--- src/rtl/lsu_pkg.sv ---
// Shared types for the load/store unit: size encodings, FSM states, latched request payload.
package lsu_pkg;

  localparam int unsigned XLEN   = 32;
  localparam int unsigned NLANES = XLEN / 8;

  typedef logic [1:0] lsu_size_t;

  localparam lsu_size_t LSU_SIZE_BYTE = 2'd0;
  localparam lsu_size_t LSU_SIZE_HALF = 2'd1;
  localparam lsu_size_t LSU_SIZE_WORD = 2'd2;

  typedef enum logic [1:0] {
    LSU_IDLE = 2'd0,
    LSU_REQ  = 2'd1,
    LSU_WAIT = 2'd2,
    LSU_RESP = 2'd3
  } lsu_state_e;

  typedef struct packed {
    logic            store;
    lsu_size_t       size;
    logic            is_unsigned;
    logic [XLEN-1:0] addr;
    logic [XLEN-1:0] wdata;
  } lsu_req_t;

endpackage

--- src/rtl/lsu_if.sv ---
// Controller-side request/response and data-memory bus signals of the LSU.
interface lsu_if;
  import lsu_pkg::*;

  logic              reqValid;
  logic              reqStore;
  lsu_size_t         reqSize;
  logic              reqUnsigned;
  logic [XLEN-1:0]   reqAddr;
  logic [XLEN-1:0]   reqWdata;
  logic              respValid;
  logic [XLEN-1:0]   respRdata;
  logic              respErr;
  logic              mem_reqValid;
  logic              mem_reqReady;
  logic [XLEN-1:0]   mem_addr;
  logic              mem_wen;
  logic [NLANES-1:0] mem_wmask;
  logic [XLEN-1:0]   mem_wdata;
  logic              mem_respValid;
  logic [XLEN-1:0]   mem_rdata;

  // LSU side
  modport slave (
    input  reqValid, reqStore, reqSize, reqUnsigned, reqAddr, reqWdata,
    output respValid, respRdata, respErr,
    output mem_reqValid, mem_addr, mem_wen, mem_wmask, mem_wdata,
    input  mem_reqReady, mem_respValid, mem_rdata
  );

  // Controller plus memory side
  modport master (
    output reqValid, reqStore, reqSize, reqUnsigned, reqAddr, reqWdata,
    input  respValid, respRdata, respErr,
    input  mem_reqValid, mem_addr, mem_wen, mem_wmask, mem_wdata,
    output mem_reqReady, mem_respValid, mem_rdata
  );
endinterface

--- src/rtl/lsu_align.sv ---
// Byte-lane steering for stores and extraction/extension for loads.
// LSU_MISALIGN_EN: flag misaligned half/word accesses instead of force-aligning them.
module lsu_align
  import lsu_pkg::*;
(
  input  lsu_size_t         size_i,
  input  logic [1:0]        off_i,
  input  logic              unsigned_i,
  input  logic [XLEN-1:0]   wdata_i,
  input  logic [XLEN-1:0]   rdata_i,
  output logic [NLANES-1:0] wmask_c_o,
  output logic [XLEN-1:0]   wdata_c_o,
  output logic [XLEN-1:0]   rdata_c_o,
  output logic              misalign_c_o
);

  logic            is_byte;
  logic            is_half;
  logic [1:0]      off;
  logic [XLEN-1:0] shifted;

  always_comb begin
    is_byte = (size_i == LSU_SIZE_BYTE);
    is_half = (size_i == LSU_SIZE_HALF);
`ifdef LSU_MISALIGN_EN
    off          = off_i;
    misalign_c_o = (is_half && off_i[0]) || (!is_byte && !is_half && (off_i != 2'd0));
`else
    // Half and word accesses ignore the low address bits below their size
    off          = is_byte ? off_i : (is_half ? {off_i[1], 1'b0} : 2'd0);
    misalign_c_o = 1'b0;
`endif
    shifted = rdata_i >> {off, 3'b000};

    if (is_byte) begin
      wmask_c_o = 4'(4'b0001 << off);
      wdata_c_o = {4{wdata_i[7:0]}};
      rdata_c_o = unsigned_i ? XLEN'(shifted[7:0]) : {{24{shifted[7]}}, shifted[7:0]};
    end else if (is_half) begin
      wmask_c_o = 4'(4'b0011 << off);
      wdata_c_o = {2{wdata_i[15:0]}};
      rdata_c_o = unsigned_i ? XLEN'(shifted[15:0]) : {{16{shifted[15]}}, shifted[15:0]};
    end else begin
      wmask_c_o = 4'b1111;
      wdata_c_o = wdata_i;
      rdata_c_o = rdata_i;
    end
  end

endmodule

--- src/rtl/lsu.sv ---
// Load/store unit: one request at a time, one data-memory transaction, one-cycle response.
// LSU_MISALIGN_EN: misaligned accesses skip the bus and respond with respErr.
module lsu
  import lsu_pkg::*;
(
  input  logic clock,
  input  logic reset,
  lsu_if.slave lsu_bus
);

  lsu_state_e        state_q, state_d;
  lsu_req_t          req_q, req_d;
  lsu_req_t          live, cur;
  logic              resp_valid_q, resp_valid_d;
  logic              resp_err_q, resp_err_d;
  logic [XLEN-1:0]   resp_rdata_q, resp_rdata_d;
  logic              mem_req_valid_q, mem_req_valid_d;
  logic [XLEN-1:0]   mem_addr_q, mem_addr_d;
  logic              mem_wen_q, mem_wen_d;
  logic [NLANES-1:0] mem_wmask_q, mem_wmask_d;
  logic [XLEN-1:0]   mem_wdata_q, mem_wdata_d;

  logic [NLANES-1:0] wmask_c;
  logic [XLEN-1:0]   wdata_c;
  logic [XLEN-1:0]   rdata_c;
  logic              misalign_c;

  // Steering sees the live request while idle, the latched one afterwards
  always_comb begin
    live.store       = lsu_bus.reqStore;
    live.size        = lsu_bus.reqSize;
    live.is_unsigned = lsu_bus.reqUnsigned;
    live.addr        = lsu_bus.reqAddr;
    live.wdata       = lsu_bus.reqWdata;
    cur              = (state_q == LSU_IDLE) ? live : req_q;
  end

  lsu_align u_align (
    .size_i       (cur.size),
    .off_i        (cur.addr[1:0]),
    .unsigned_i   (cur.is_unsigned),
    .wdata_i      (cur.wdata),
    .rdata_i      (lsu_bus.mem_rdata),
    .wmask_c_o    (wmask_c),
    .wdata_c_o    (wdata_c),
    .rdata_c_o    (rdata_c),
    .misalign_c_o (misalign_c)
  );

  // Next state and registered outputs
  always_comb begin
    state_d         = state_q;
    req_d           = req_q;
    resp_valid_d    = 1'b0;
    resp_err_d      = 1'b0;
    resp_rdata_d    = resp_rdata_q;
    mem_req_valid_d = 1'b0;
    mem_addr_d      = '0;
    mem_wen_d       = 1'b0;
    mem_wmask_d     = '0;
    mem_wdata_d     = '0;

    unique case (state_q)
      LSU_IDLE: begin
        if (lsu_bus.reqValid) begin
          req_d = live;
          if (misalign_c) begin
            state_d      = LSU_RESP;
            resp_valid_d = 1'b1;
            resp_err_d   = 1'b1;
            resp_rdata_d = '0;
          end else begin
            state_d = LSU_REQ;
          end
        end
      end
      LSU_REQ: begin
        if (lsu_bus.mem_reqReady) state_d = LSU_WAIT;
      end
      LSU_WAIT: begin
        if (lsu_bus.mem_respValid) begin
          state_d      = LSU_RESP;
          resp_valid_d = 1'b1;
          resp_rdata_d = req_q.store ? '0 : rdata_c;
        end
      end
      LSU_RESP: state_d = LSU_IDLE;
      default:  state_d = LSU_IDLE;
    endcase

    if (state_d == LSU_REQ) begin
      mem_req_valid_d = 1'b1;
      mem_addr_d      = {cur.addr[XLEN-1:2], 2'b00};
      mem_wen_d       = cur.store;
      mem_wmask_d     = cur.store ? wmask_c : '0;
      mem_wdata_d     = cur.store ? wdata_c : '0;
    end
  end

  always_ff @(posedge clock or posedge reset) begin
    if (reset) begin
      state_q         <= LSU_IDLE;
      req_q           <= '0;
      resp_valid_q    <= 1'b0;
      resp_err_q      <= 1'b0;
      resp_rdata_q    <= '0;
      mem_req_valid_q <= 1'b0;
      mem_addr_q      <= '0;
      mem_wen_q       <= 1'b0;
      mem_wmask_q     <= '0;
      mem_wdata_q     <= '0;
    end else begin
      state_q         <= state_d;
      req_q           <= req_d;
      resp_valid_q    <= resp_valid_d;
      resp_err_q      <= resp_err_d;
      resp_rdata_q    <= resp_rdata_d;
      mem_req_valid_q <= mem_req_valid_d;
      mem_addr_q      <= mem_addr_d;
      mem_wen_q       <= mem_wen_d;
      mem_wmask_q     <= mem_wmask_d;
      mem_wdata_q     <= mem_wdata_d;
    end
  end

  assign lsu_bus.respValid    = resp_valid_q;
  assign lsu_bus.respErr      = resp_err_q;
  assign lsu_bus.respRdata    = resp_rdata_q;
  assign lsu_bus.mem_reqValid = mem_req_valid_q;
  assign lsu_bus.mem_addr     = mem_addr_q;
  assign lsu_bus.mem_wen      = mem_wen_q;
  assign lsu_bus.mem_wmask    = mem_wmask_q;
  assign lsu_bus.mem_wdata    = mem_wdata_q;

endmodule

--- src/flat_wrapper.sv ---
// flat-port wrapper written by rule: the top's interface ports become plain ports
module lsu_flat import lsu_pkg::*;
  (clock, reset, lsu_bus_reqValid, lsu_bus_reqStore, lsu_bus_reqSize, lsu_bus_reqUnsigned, lsu_bus_reqAddr, lsu_bus_reqWdata, lsu_bus_respValid, lsu_bus_respRdata, lsu_bus_respErr, lsu_bus_mem_reqValid, lsu_bus_mem_addr, lsu_bus_mem_wen, lsu_bus_mem_wmask, lsu_bus_mem_wdata, lsu_bus_mem_reqReady, lsu_bus_mem_respValid, lsu_bus_mem_rdata);
  lsu_if lsu_bus_i ();
  input  logic clock;
  input  logic reset;
  input wire logic [$bits(lsu_bus_i.reqValid)-1:0] lsu_bus_reqValid;
  input wire logic [$bits(lsu_bus_i.reqStore)-1:0] lsu_bus_reqStore;
  input wire logic [$bits(lsu_bus_i.reqSize)-1:0] lsu_bus_reqSize;
  input wire logic [$bits(lsu_bus_i.reqUnsigned)-1:0] lsu_bus_reqUnsigned;
  input wire logic [$bits(lsu_bus_i.reqAddr)-1:0] lsu_bus_reqAddr;
  input wire logic [$bits(lsu_bus_i.reqWdata)-1:0] lsu_bus_reqWdata;
  output wire logic [$bits(lsu_bus_i.respValid)-1:0] lsu_bus_respValid;
  output wire logic [$bits(lsu_bus_i.respRdata)-1:0] lsu_bus_respRdata;
  output wire logic [$bits(lsu_bus_i.respErr)-1:0] lsu_bus_respErr;
  output wire logic [$bits(lsu_bus_i.mem_reqValid)-1:0] lsu_bus_mem_reqValid;
  output wire logic [$bits(lsu_bus_i.mem_addr)-1:0] lsu_bus_mem_addr;
  output wire logic [$bits(lsu_bus_i.mem_wen)-1:0] lsu_bus_mem_wen;
  output wire logic [$bits(lsu_bus_i.mem_wmask)-1:0] lsu_bus_mem_wmask;
  output wire logic [$bits(lsu_bus_i.mem_wdata)-1:0] lsu_bus_mem_wdata;
  input wire logic [$bits(lsu_bus_i.mem_reqReady)-1:0] lsu_bus_mem_reqReady;
  input wire logic [$bits(lsu_bus_i.mem_respValid)-1:0] lsu_bus_mem_respValid;
  input wire logic [$bits(lsu_bus_i.mem_rdata)-1:0] lsu_bus_mem_rdata;
  assign lsu_bus_i.reqValid = lsu_bus_reqValid;
  assign lsu_bus_i.reqStore = lsu_bus_reqStore;
  assign lsu_bus_i.reqSize = lsu_bus_reqSize;
  assign lsu_bus_i.reqUnsigned = lsu_bus_reqUnsigned;
  assign lsu_bus_i.reqAddr = lsu_bus_reqAddr;
  assign lsu_bus_i.reqWdata = lsu_bus_reqWdata;
  assign lsu_bus_respValid = lsu_bus_i.respValid;
  assign lsu_bus_respRdata = lsu_bus_i.respRdata;
  assign lsu_bus_respErr = lsu_bus_i.respErr;
  assign lsu_bus_mem_reqValid = lsu_bus_i.mem_reqValid;
  assign lsu_bus_mem_addr = lsu_bus_i.mem_addr;
  assign lsu_bus_mem_wen = lsu_bus_i.mem_wen;
  assign lsu_bus_mem_wmask = lsu_bus_i.mem_wmask;
  assign lsu_bus_mem_wdata = lsu_bus_i.mem_wdata;
  assign lsu_bus_i.mem_reqReady = lsu_bus_mem_reqReady;
  assign lsu_bus_i.mem_respValid = lsu_bus_mem_respValid;
  assign lsu_bus_i.mem_rdata = lsu_bus_mem_rdata;
  lsu u_core (.clock(clock), .reset(reset), .lsu_bus(lsu_bus_i));
endmodule
--- config.mk ---
export PLATFORM = sky130hd
export DESIGN_NAME = lsu_flat
export DESIGN_NICKNAME = d
export VERILOG_FILES = /design/src/rtl/lsu_pkg.sv /design/src/rtl/lsu_if.sv /design/src/rtl/lsu_align.sv /design/src/rtl/lsu.sv /design/src/flat_wrapper.sv
export SDC_FILE = /design/constraint.sdc
export NUM_CORES = 1
export LEC_CHECK = 0
export ABC_AREA = 1
export CELL_PAD_IN_SITES_DETAIL_PLACEMENT = 0
export CELL_PAD_IN_SITES_GLOBAL_PLACEMENT = 2
export CORE_MARGIN = 1
export CORE_UTILIZATION = 30
export CTS_CLUSTER_SIZE = 10
export DETAILED_ROUTE_END_ITERATION = 12
export GPL_ROUTABILITY_DRIVEN = 0
export PLACE_DENSITY_LB_ADDON = 0.1
export REMOVE_ABC_BUFFERS = 1
export SLEW_MARGIN = 0
export SYNTH_ARGS = -nofsm -noshare
export SYNTH_HDL_FRONTEND = slang
export SYNTH_SLANG_ARGS = --single-unit
--- constraint.sdc ---
create_clock -name clock -period 11.8 [get_ports clock]
set_input_delay 2.36 -clock clock [delete_from_list [all_inputs] [get_ports clock]]
set_output_delay 2.36 -clock clock [all_outputs]
set_load 0.1 [all_outputs]
==> results.json <==
{
  "status": "finished, final reports clean",
  "numCtsBuffers": 17,
  "async_flop_share_pct": 100,
  "n_antenna_cell": 0,
  "final_cell_mix": "nand2_1 (286), clkdlybuf4s50_1 (205), dfrtp_1 (171)",
  "drt_wl_total_mm": 23.0,
  "ys_seq_elements": 171,
  "worst_pin_slew_ps": 1050,
  "h-tree-depth": 4,
  "nFillCells": 2584,
  "setup_slack_ps": 7030,
  "io_pins": 209,
  "drt_iter0_drc": 388,
  "grt-ovfl-total": 0,
  "fp.dieW_um": 164,
  "fin_setup_tns_ps": 0,
  "slew_headroom_pct": 30.0,
  "crit_required_ps": 12090,
  "clk_latency_ps": 440,
  "utilization_pct": 42.2,
  "slew_viol_final": 0,
  "clockRootBuffer": "clkbuf_16",
  "grt_max_degree": 100,
  "pre_cts_slack_ps": 6550,
  "seq_area_um2": 4280,
  "initial_core_util_pct": 30.9,
  "fmax_mhz": 210,
  "dp_hpwl_mm": 15.2,
  "crit_type": "input port to flop",
  "ys_seq_area_share_pct": 54.6,
  "clk_pin_slew_worst_paths_ps": 70,
  "drtPass1Iterations": 5,
  "fin_crit_ps": 4770,
  "cpMostUsedCell": "inv_2",
  "clock_skew_ps": 15.5,
  "cts_buffer_depth": 2,
  "grt_pass1_wl_mm": 35.9,
  "track_usage_pct": 17.7,
  "setup_viol": 0,
  "rsz0062_at_grt": "no",
  "nNetsFinal": 1238,
  "first_global_vias": 6503,
  "netlist_area_um2": 7840,
  "cts.repair.resized": 0,
  "synth_ff_type": "dfrtp_1",
  "cp-start-kind": "input port",
  "core_area_um2": 25400,
  "post-cts-setup-buffer-count": 0,
  "syn-mean-instance-area_um2": 8.21,
  "synthCells": 955,
  "wire_per_inst_um": 15.6,
  "hold_violations": 0,
  "cts_sinks": 171,
  "synth_edf_count": 0,
  "period_share_pct": 40.4,
  "dpl_cell_area_um2": 10100,
  "crit_fanout": 46,
  "cts_tree": "yes",
  "final_common_cell": "nand2_1",
  "cts_hold_buf": 0,
  "num_rows": 58,
  "crit_slowest_cell": "clkdlybuf4s50_1",
  "yosysWarnings": 0,
  "drv_cap": 0,
  "cp-end-kind": "flop",
  "multi_input_area_um2": 2830,
  "crit_family": "buffers and inverters",
  "path_cells": "clkdlybuf4s50_1 -> nand2_4 -> nand2_1 -> buf_4 -> inv_2 -> nor2_2 -> inv_2 -> a2111oi_0",
  "drive_gt1_share_pct": 5.95,
  "area_delta_synth_final_pct": 36.5,
  "vias": 6588,
  "portBuffers": 205,
  "die_area_um2": 26800,
  "drcViolationCount": 0,
  "viasPerCell": 4.47,
  "antenna_found_initial": 0,
  "crit_buf_inv": 4,
  "final_area_um2": 10700,
  "cpPeakStageDelay_ps": 510,
  "synth_cell_types": 38,
  "worstPathArrival_ps": 5060,
  "die_y_um": 164,
  "hold_path.class": "flop to flop",
  "ant_nets": 0
}
-- final timing paths --
kind,to,slack [ps],startpoint,cells after the start
setup / recovery,u_core.lsu_bus.mem_wdata[31],7030,lsu_bus_reqValid,8
hold / removal,u_core.lsu_bus.respRdata[29],480,u_core.lsu_bus.respRdata[29],2
setup reg to reg,u_core.lsu_bus.mem_wdata[31],8110,u_core.state_q[1],9
hold reg to reg,u_core.lsu_bus.respRdata[29],480,u_core.lsu_bus.respRdata[29],2
max in group asynchronous,u_core.req_q[51],7780,reset,3
min in group asynchronous,u_core.req_q[16],2470,reset,2
-- registers in the layout (all words and copies together) (netlist names) --
| signal | flops |
|---|---|
| u_core.state_q | 2 |
| u_core.req_q | 68 |
| u_core.lsu_bus.mem_wdata | 32 |
| u_core.lsu_bus.mem_wen | 1 |
| u_core.lsu_bus.mem_addr | 30 |
| u_core.lsu_bus.mem_wmask | 4 |
| u_core.lsu_bus.respRdata | 32 |
| u_core.lsu_bus.mem_reqValid | 1 |
| u_core.lsu_bus.respValid | 1 |
-- cells by family (layout without fill, tap and decap cells) --
family                     Yosys count  count (layout)  synth area share, %
adders and majority gates            1               1                0.159
DFF                                171             171                 54.6
buffers and inverters              181             367                 9.54
AOI/OAI and AO/OA                  196             196                 13.5
other                                1               3               0.0478
muxes                                3               3                0.431
and+or+nand+nor                    402             402                 21.7
-- worst reg2reg max path: stages (launching register included) --
cell and delay, ps:
dfrtp_1 440, nor2_4 430, buf_4 420, nand2_4 350
nand2_1 190, buf_4 360, inv_2 160, nor2_2 510
inv_2 330, a2111oi_0 360
-- through the flow --
step,hold WS (ps),cells
floorplan,448,902
global placement,462,1443
detailed placement,465,1443
CTS,484,1473
global route,500,1473
finish,479,1473
-- layer usage --
| layer | global-route usage, % | wire length [um] | up-vias |
|---|---|---|---|
| met4 | 4.97 | 357 | 0 |
| met3 | 4.37 | 1320 | 22 |
| li1 | - | - | 3353 |
| met2 | 28.3 | 10800 | 168 |
| met5 | 0 | 0 | - |
| met1 | 23.7 | 10600 | 3045 |
-- cell type report --
class	count	area share [%]
clock buffers	17	3.97
clock inverters	13	1.69
inverters	126	4.46
multi-input cells	605	26.5
flip-flops and latches	171	40.0
well taps	330	3.86
repair buffers	211	19.6
-- Yosys cell counts (all sizes together) (7+ instances only) --
cell type / number / share of area [%]
dfrtp: 171 / 55
nor2: 56 / 3.1
nand3: 24 / 1.7
nand3b: 17 / 1.6
inv: 126 / 6.0
o21ai: 131 / 8.4
o211ai: 7 / 0.67
nand2: 297 / 15
buf: 24 / 2.0
a21oi: 35 / 2.2
o22ai: 7 / 0.56
clkbuf: 31 / 1.5
Power is not shown: default switching activity piles up to over one toggle a cycle in this logic, so the estimate is an artifact.
